### src/rtl/debounce_pkg.sv
// rtl/debounce_pkg.sv - shared encodings and board defaults for the debouncer
package debounce_pkg;

  // Board defaults: 10 ms of stability at a 50 MHz clock.
  localparam int DEFAULT_SYNC_STAGES     = 2;
  localparam int DEFAULT_DEBOUNCE_CYCLES = 500000;

  typedef enum logic [1:0] {
    ST_STABLE_LO = 2'd0,
    ST_WAIT_HI   = 2'd1,
    ST_STABLE_HI = 2'd2,
    ST_WAIT_LO   = 2'd3
  } deb_state_t;

endpackage

### src/rtl/sync_ff.sv
// rtl/sync_ff.sv - generic flop-chain synchroniser for asynchronous input pins
module sync_ff
  import debounce_pkg::*;
#(
  parameter int STAGES = DEFAULT_SYNC_STAGES
) (
  input  logic clk,
  input  logic reset,
  input  logic d,
  output logic q
);

  logic [STAGES-1:0] chain;

  // Shift the raw pin through the chain; only the last flop is used downstream.
  always_ff @(posedge clk or posedge reset) begin
    if (reset) begin
      chain <= '0;
    end else begin
      chain <= {chain[STAGES-2:0], d};
    end
  end

  assign q = chain[STAGES-1];

endmodule

### src/rtl/btn_debounce.sv
// rtl/btn_debounce.sv - pushbutton synchroniser plus stability-window debouncer
module btn_debounce
  import debounce_pkg::*;
#(
  parameter int SYNC_STAGES     = DEFAULT_SYNC_STAGES,
  parameter int DEBOUNCE_CYCLES = DEFAULT_DEBOUNCE_CYCLES
) (
  input  logic clk,
  input  logic reset,
  input  logic btn_in,
  output logic sig_out,
  output logic stable,
  output logic glitch
);

  localparam int CNT_WIDTH = $clog2(DEBOUNCE_CYCLES);
  // Value of the counter on the edge that completes the window.
  localparam logic [CNT_WIDTH-1:0] CNT_LAST = CNT_WIDTH'(DEBOUNCE_CYCLES - 1);

  logic                 s;
  deb_state_t           state, state_n;
  logic [CNT_WIDTH-1:0] cnt, cnt_n;
  logic                 sig_n, stable_n, glitch_n;

  sync_ff #(
    .STAGES(SYNC_STAGES)
  ) u_sync (
    .clk  (clk),
    .reset(reset),
    .d    (btn_in),
    .q    (s)
  );

  // State, counter and all three outputs are registered together.
  always_ff @(posedge clk or posedge reset) begin
    if (reset) begin
      state   <= ST_STABLE_LO;
      cnt     <= '0;
      sig_out <= 1'b0;
      stable  <= 1'b1;
      glitch  <= 1'b0;
    end else begin
      state   <= state_n;
      cnt     <= cnt_n;
      sig_out <= sig_n;
      stable  <= stable_n;
      glitch  <= glitch_n;
    end
  end

  // Next-state logic; completion needs s at the new level, so an abort on the
  // completing edge wins and the counter never runs past CNT_LAST.
  always_comb begin
    state_n  = state;
    cnt_n    = cnt;
    sig_n    = sig_out;
    stable_n = stable;
    glitch_n = 1'b0;
    case (state)
      ST_STABLE_LO: begin
        if (s) begin
          state_n  = ST_WAIT_HI;
          cnt_n    = '0;
          stable_n = 1'b0;
        end
      end
      ST_WAIT_HI: begin
        if (!s) begin
          state_n  = ST_STABLE_LO;
          glitch_n = 1'b1;
          stable_n = 1'b1;
        end else if (cnt == CNT_LAST) begin
          state_n  = ST_STABLE_HI;
          sig_n    = 1'b1;
          stable_n = 1'b1;
        end else begin
          cnt_n = cnt + CNT_WIDTH'(1);
        end
      end
      ST_STABLE_HI: begin
        if (!s) begin
          state_n  = ST_WAIT_LO;
          cnt_n    = '0;
          stable_n = 1'b0;
        end
      end
      ST_WAIT_LO: begin
        if (s) begin
          state_n  = ST_STABLE_HI;
          glitch_n = 1'b1;
          stable_n = 1'b1;
        end else if (cnt == CNT_LAST) begin
          state_n  = ST_STABLE_LO;
          sig_n    = 1'b0;
          stable_n = 1'b1;
        end else begin
          cnt_n = cnt + CNT_WIDTH'(1);
        end
      end
      default: begin
        state_n = ST_STABLE_LO;
      end
    endcase
  end

endmodule
### config.mk
export PLATFORM = sky130hd
export DESIGN_NAME = btn_debounce
export DESIGN_NICKNAME = d
export VERILOG_FILES = /design/src/rtl/debounce_pkg.sv /design/src/rtl/sync_ff.sv /design/src/rtl/btn_debounce.sv
export SDC_FILE = /design/constraint.sdc
export NUM_CORES = 1
export LEC_CHECK = 0
export CAP_MARGIN = 20
export CORE_AREA = 2 2 51 53
export DETAILED_ROUTE_END_ITERATION = 16
export DIE_AREA = 0 0 53 55
export PLACE_DENSITY = 0.77
export SYNTH_ARGS = -nofsm -noshare
export SYNTH_HDL_FRONTEND = slang
export SYNTH_HIERARCHICAL = 1
export SYNTH_SLANG_ARGS = --single-unit
### constraint.sdc
create_clock -name clk -period 3 [get_ports clk]
set_input_delay 0.6 -clock clk [delete_from_list [all_inputs] [get_ports clk]]
set_output_delay 0.6 -clock clk [all_outputs]
set_load 0.02 [all_outputs]
; ---- Word level (Yosys, flattened, before mapping)
; Index checks and enable logic that the tools add are counted.
; W data, S select, Z words.
[totals]
ff_bits = 26
latchBits = 0
ram_bits = 0
rom_bits = 0
in_bits = 3
elab_cells = 52
n_memories = 0
[classes]
addsub = 1
n_mul = 0
div_mod_pow = 0
order_cmp = 0
n_eq_ne = 12
n_shift = 0
mux = 27
bitwise_logic = 0
reduce_logical = 6
[ops]
columns = op, count
row1 = $mux W19, 5
row2 = $pmux W19 S4, 1
row3 = $add A19 B1 Y19 const B, 1
row4 = $eq A19 B19 Y1 const B, 1
row5 = $mux W2, 6
row6 = $mux W1, 11
row7 = $ne A2 B2 Y1 const B, 4
row8 = $pmux W2 S4, 1
row9 = $reduce_and A4 Y1, 2
row10 = $reduce_and A5 Y1, 1
row11 = $eq A2 B2 Y1 const B, 2
row12 = $ne A2 B1 Y1 const B, 2
row13 = $pmux W1 S2, 2
row14 = $pmux W1 S4, 1
row15 = $ne A3 B2 Y1 const B, 1
row16 = $ne A3 B3 Y1 const B, 1
row17 = $eq A2 B1 Y1 const B, 1
row18 = $logic_not A2 Y1, 1
row19 = $reduce_and A2 Y1, 1
row20 = $reduce_bool A2 Y1, 1

; ---- Depth between registers and ports, before layout
[logic_depth]
depth_word = 4
mapped_depth = 6
mapped_depth_nobuf = 5

; ---- Hierarchy
; Netlist, hierarchy kept.
[by_module_without_submodules]
columns = mod, instances, cells_per_inst, area_per_inst_um2, seq_area_each_um2
row1 = btn_debounce, 1, 132, 1307.5, 601.8
row2 = sync_ff, 1, 3, 53.8, 50.0

; ---- Worst setup path before layout
; No wires, ideal clock.
[synth_timing]
path_kind = reg2reg
start = register cnt[0]
end = register cnt[16]
arrival_ns = 1.635
slack_ns = 1.287
stages_incl_launch_ff = 7
period_less_slack_ns = 1.713
cell_sequence = dfrtp_1 -> ha_1 -> and4_1 -> buf_2 -> nand4_4 -> or4_1 -> a21oi_1
[synth_between]
elab_chain_cells = 4
elab_cells_between_ends = 6
cone_classes = add/sub: 1 / eq/ne: 1 / mux: 4
[synth_lines]
columns = element, line_no
row1 = from (decl), btn_debounce.sv:22  ; logic [CNT_WIDTH-1:0] cnt, cnt_n;
row2 = from (signal assigned), btn_debounce.sv:44  ; cnt <= cnt_n;
row3 = $add A19 B1 Y19 / $eq A19 B19 Y1 (equally long branches), --
row4 = $mux W19 *, "btn_debounce.sv:72, btn_debounce.sv:92"
row5 = $mux W19 (on tied branches), "btn_debounce.sv:88, btn_debounce.sv:68"
row6 = $pmux W19 S4 *, btn_debounce.sv:59  ; case (state)
; Mark *: on every way between the ends. The rest lies on a longest branch, timed or not. The select of a mux whose other input is x is not followed.
; A chain may end at the register's enable or synchronous reset.

; ---- Final worst setup path
[layout_timing]
start = register stable
end = output stable
[layout_lines]
columns = element, line_no
row1 = from (decl), btn_debounce.sv:12  ; output logic stable,
row2 = from (signal assigned), btn_debounce.sv:46  ; stable <= stable_n;
; No word-level cell between the ends.

==> flow_summary.ini <==
[power_and_ir_drop]
p_total_mw = 0.605
pwr-share-clk_pct = 29.7
power_leakage_nw = 0.601
seqPwrFrac_pct = 62.2
combPwrFrac_pct = 8.1
switching_share_pct = 24.7
netSwitchingPower_mw = 0.149
vdd_drop_max_mv = 0.307
p_int_mw = 0.455
power.density_nw_per_um2 = 411

[placed_design]
port_buffers = 5
gp_congestion = 0.777
pre_cts_slack_ns = 1.09
hpwl_um = 1910
placed_cells = 166

[clock_network]
clockBufferDepth = 2
worstSkewPairLatency_ns = 0.33
htree_num_levels = 1
cts_resized = 0
cts-root-buf = clkbuf_4
cts-hold-fix-buffers = 0
cts_sinks = 26
cts_tree = built
cts_buffers = 3
cts_setup_buffers = 0
clk_pin_slew_worst_paths_ns = 0.14

[setup_path]
critPathTopFamily = buffers and inverters
cp_slowest_stage_delay_ns = 0.59
r2r_start = cnt[0]
crit_slowest_cell = clkdlybuf4s50_1
end_kind = output pin
critical_path_buf_inv_count = 1
critPathKind = reg -> out
crit_arrival_ns = 1.47
path_max_fanout = 2
crit_start = stable
cp-start-kind = register
crit_chain = clkdlybuf4s50_1
required_ns = 2.40

[timing]
drv_slew = 0
worst_slack_ns = 0.928
min_period_over_period_pct = 69.1
relSlewSlack_pct = 41.7
max_freq_mhz = 483
period_minus_slack_ns = 2.07
finalSetupTns_ns = 0
skew_ns = 0.00351
worst_pin_slew_ns = 0.874
setup_violations = 0
hold_viol_final = 0
rsz0062_at_grt = false

[grt]
grt_max_degree = 25
grt_usage_pct = 23.1
grt_pass1_wl_um = 4830
grt_overflow = 0
grt_pass1_vias = 1065
antenna_found_initial = 0

[synth]
synth_cells = 135
ys.warnings.count = 6
ys_types = 39
synth_seq_area_share_pct = 47.9
async_reset_ff_share_pct = 100
postSynthAreaPerCell_um2 = 10.1
synth_flop_cell = dfrtp_1
syn_nets = 139
synth_edf_count = 0
netlist_area_um2 = 1360
synth-seq-cells = 26

[drt]
wl_per_cell_um = 15.9
via_per_inst = 6.41
ant_nets = 0
vias = 1090
dr.pass1.iters = 4
totalWireLength_um = 2700
drc = 0
drt-initial-drc-count = 32

[min_path]
hp-start = u_sync/chain[0]
hp-class = reg -> reg

[cells_and_area]
final_cell_mix = dfrtp_1 (25), nand2_1 (13), a21oi_1 (11), nor2_1 (8), o31ai_1 (6)
final_nets = 145
final_common_cell = dfrtp_1
instances_no_fill = 170
syn_to_final_growth_pct = 8.18
num_antenna_cells = 0
drive_gt1_share_pct = 6.43
fillers = 196

[floorplan]
io_pins = 6
chipWidth_um = 53
rows = 18
die_h_um = 55
die_area_um2 = 2920
coreArea_um2 = 2360
start_util_pct = 57.6

[outcome]
outcome = finished clean

[flow_run]
maxCapViolCount = 0
-- flip-flops by register name (all words and copies together), names as in the netlist, named ones only --
signal / count
cnt: 19
u_sync/chain: 2
glitch: 1
sig_out: 1
stable: 1
state: 1
-- layout make-up --
class / count / area, um^2 / area share [%]
repair buffers: 6 / 57.6 / 3.91
clock buffers: 4 / 36.3 / 2.46
inverters: 6 / 22.5 / 1.53
well taps: 30 / 37.5 / 2.55
multi-input cells: 98 / 667 / 45.3
flip-flops and latches: 26 / 652 / 44.3
-- layer usage --
layer | vias to the layer above | global-route usage (%) | wire length (um)
met2 | 27 | 39.0 | 1340
met4 | 0 | 11.1 | 34
met1 | 531 | 29.3 | 1250
met5 | - | 0 | 0
met3 | 4 | 3.49 | 74
li1 | 528 | - | -
-- Yosys cell counts, drive strengths merged, types with 5 or more instances --
library cell  instances  share of area [%]
o31ai                 6                3.3
nor3                  5                1.8
inv                   5                1.4
nor2                  8                2.2
a21oi                11                4.0
or4                   5                2.8
nand2                13                3.6
nand4                 5                3.4
dfrtp                25                 46
nand3                 5                2.8
and4                  5                3.2
-- power groups by stage --
| stage | clock (mW) | combinational, mW | sequential [mW] |
|---|---|---|---|
| after floorplan | 0 | 0.0307 | 0.383 |
| after global placement | 0 | 0.0479 | 0.382 |
| after detailed placement | 0 | 0.0496 | 0.383 |
| after CTS | 0.184 | 0.0497 | 0.376 |
| after global routing | 0.198 | 0.0558 | 0.379 |
| final | 0.180 | 0.0489 | 0.376 |
-- final timing paths --
| path | end | slack [ns] | cells after the start |
|---|---|---|---|
| max in group asynchronous | cnt[6] | 1.70 | 2 |
| hold / removal | u_sync/chain[1] | 0.38 | 0 |
| min in group asynchronous | u_sync/chain[1] | 0.42 | 2 |
| setup reg to reg | cnt[16] | 1.03 | 5 |
| hold reg to reg | u_sync/chain[1] | 0.38 | 0 |
| setup / recovery | stable | 0.93 | 1 |
-- cell families (layout without fill, tap and decap cells) --
group | count (synthesis) | after routing | synth area share [%]
AOI/OAI and AO/OA | 31 | 31 | 15.3
buffers and inverters | 11 | 16 | 3.12
muxes | 3 | 3 | 2.30
and+or+nand+nor | 57 | 57 | 25.2
adders and majority gates | 1 | 1 | 0.919
DFF | 26 | 26 | 47.9
xor gates and xnor gates | 6 | 6 | 5.24
-- per-stage QoR --
step	hold WS, ns	area, um^2	util, %
after floorplan	0.331	1360	-
after global placement	0.342	1440	60.7
after detailed placement	0.345	1440	60.7
after CTS	0.384	1470	62.3
after global routing	0.392	1470	62.3
final	0.380	1470	62.3
No activity file was read; power rests on OpenSTA's default activity.
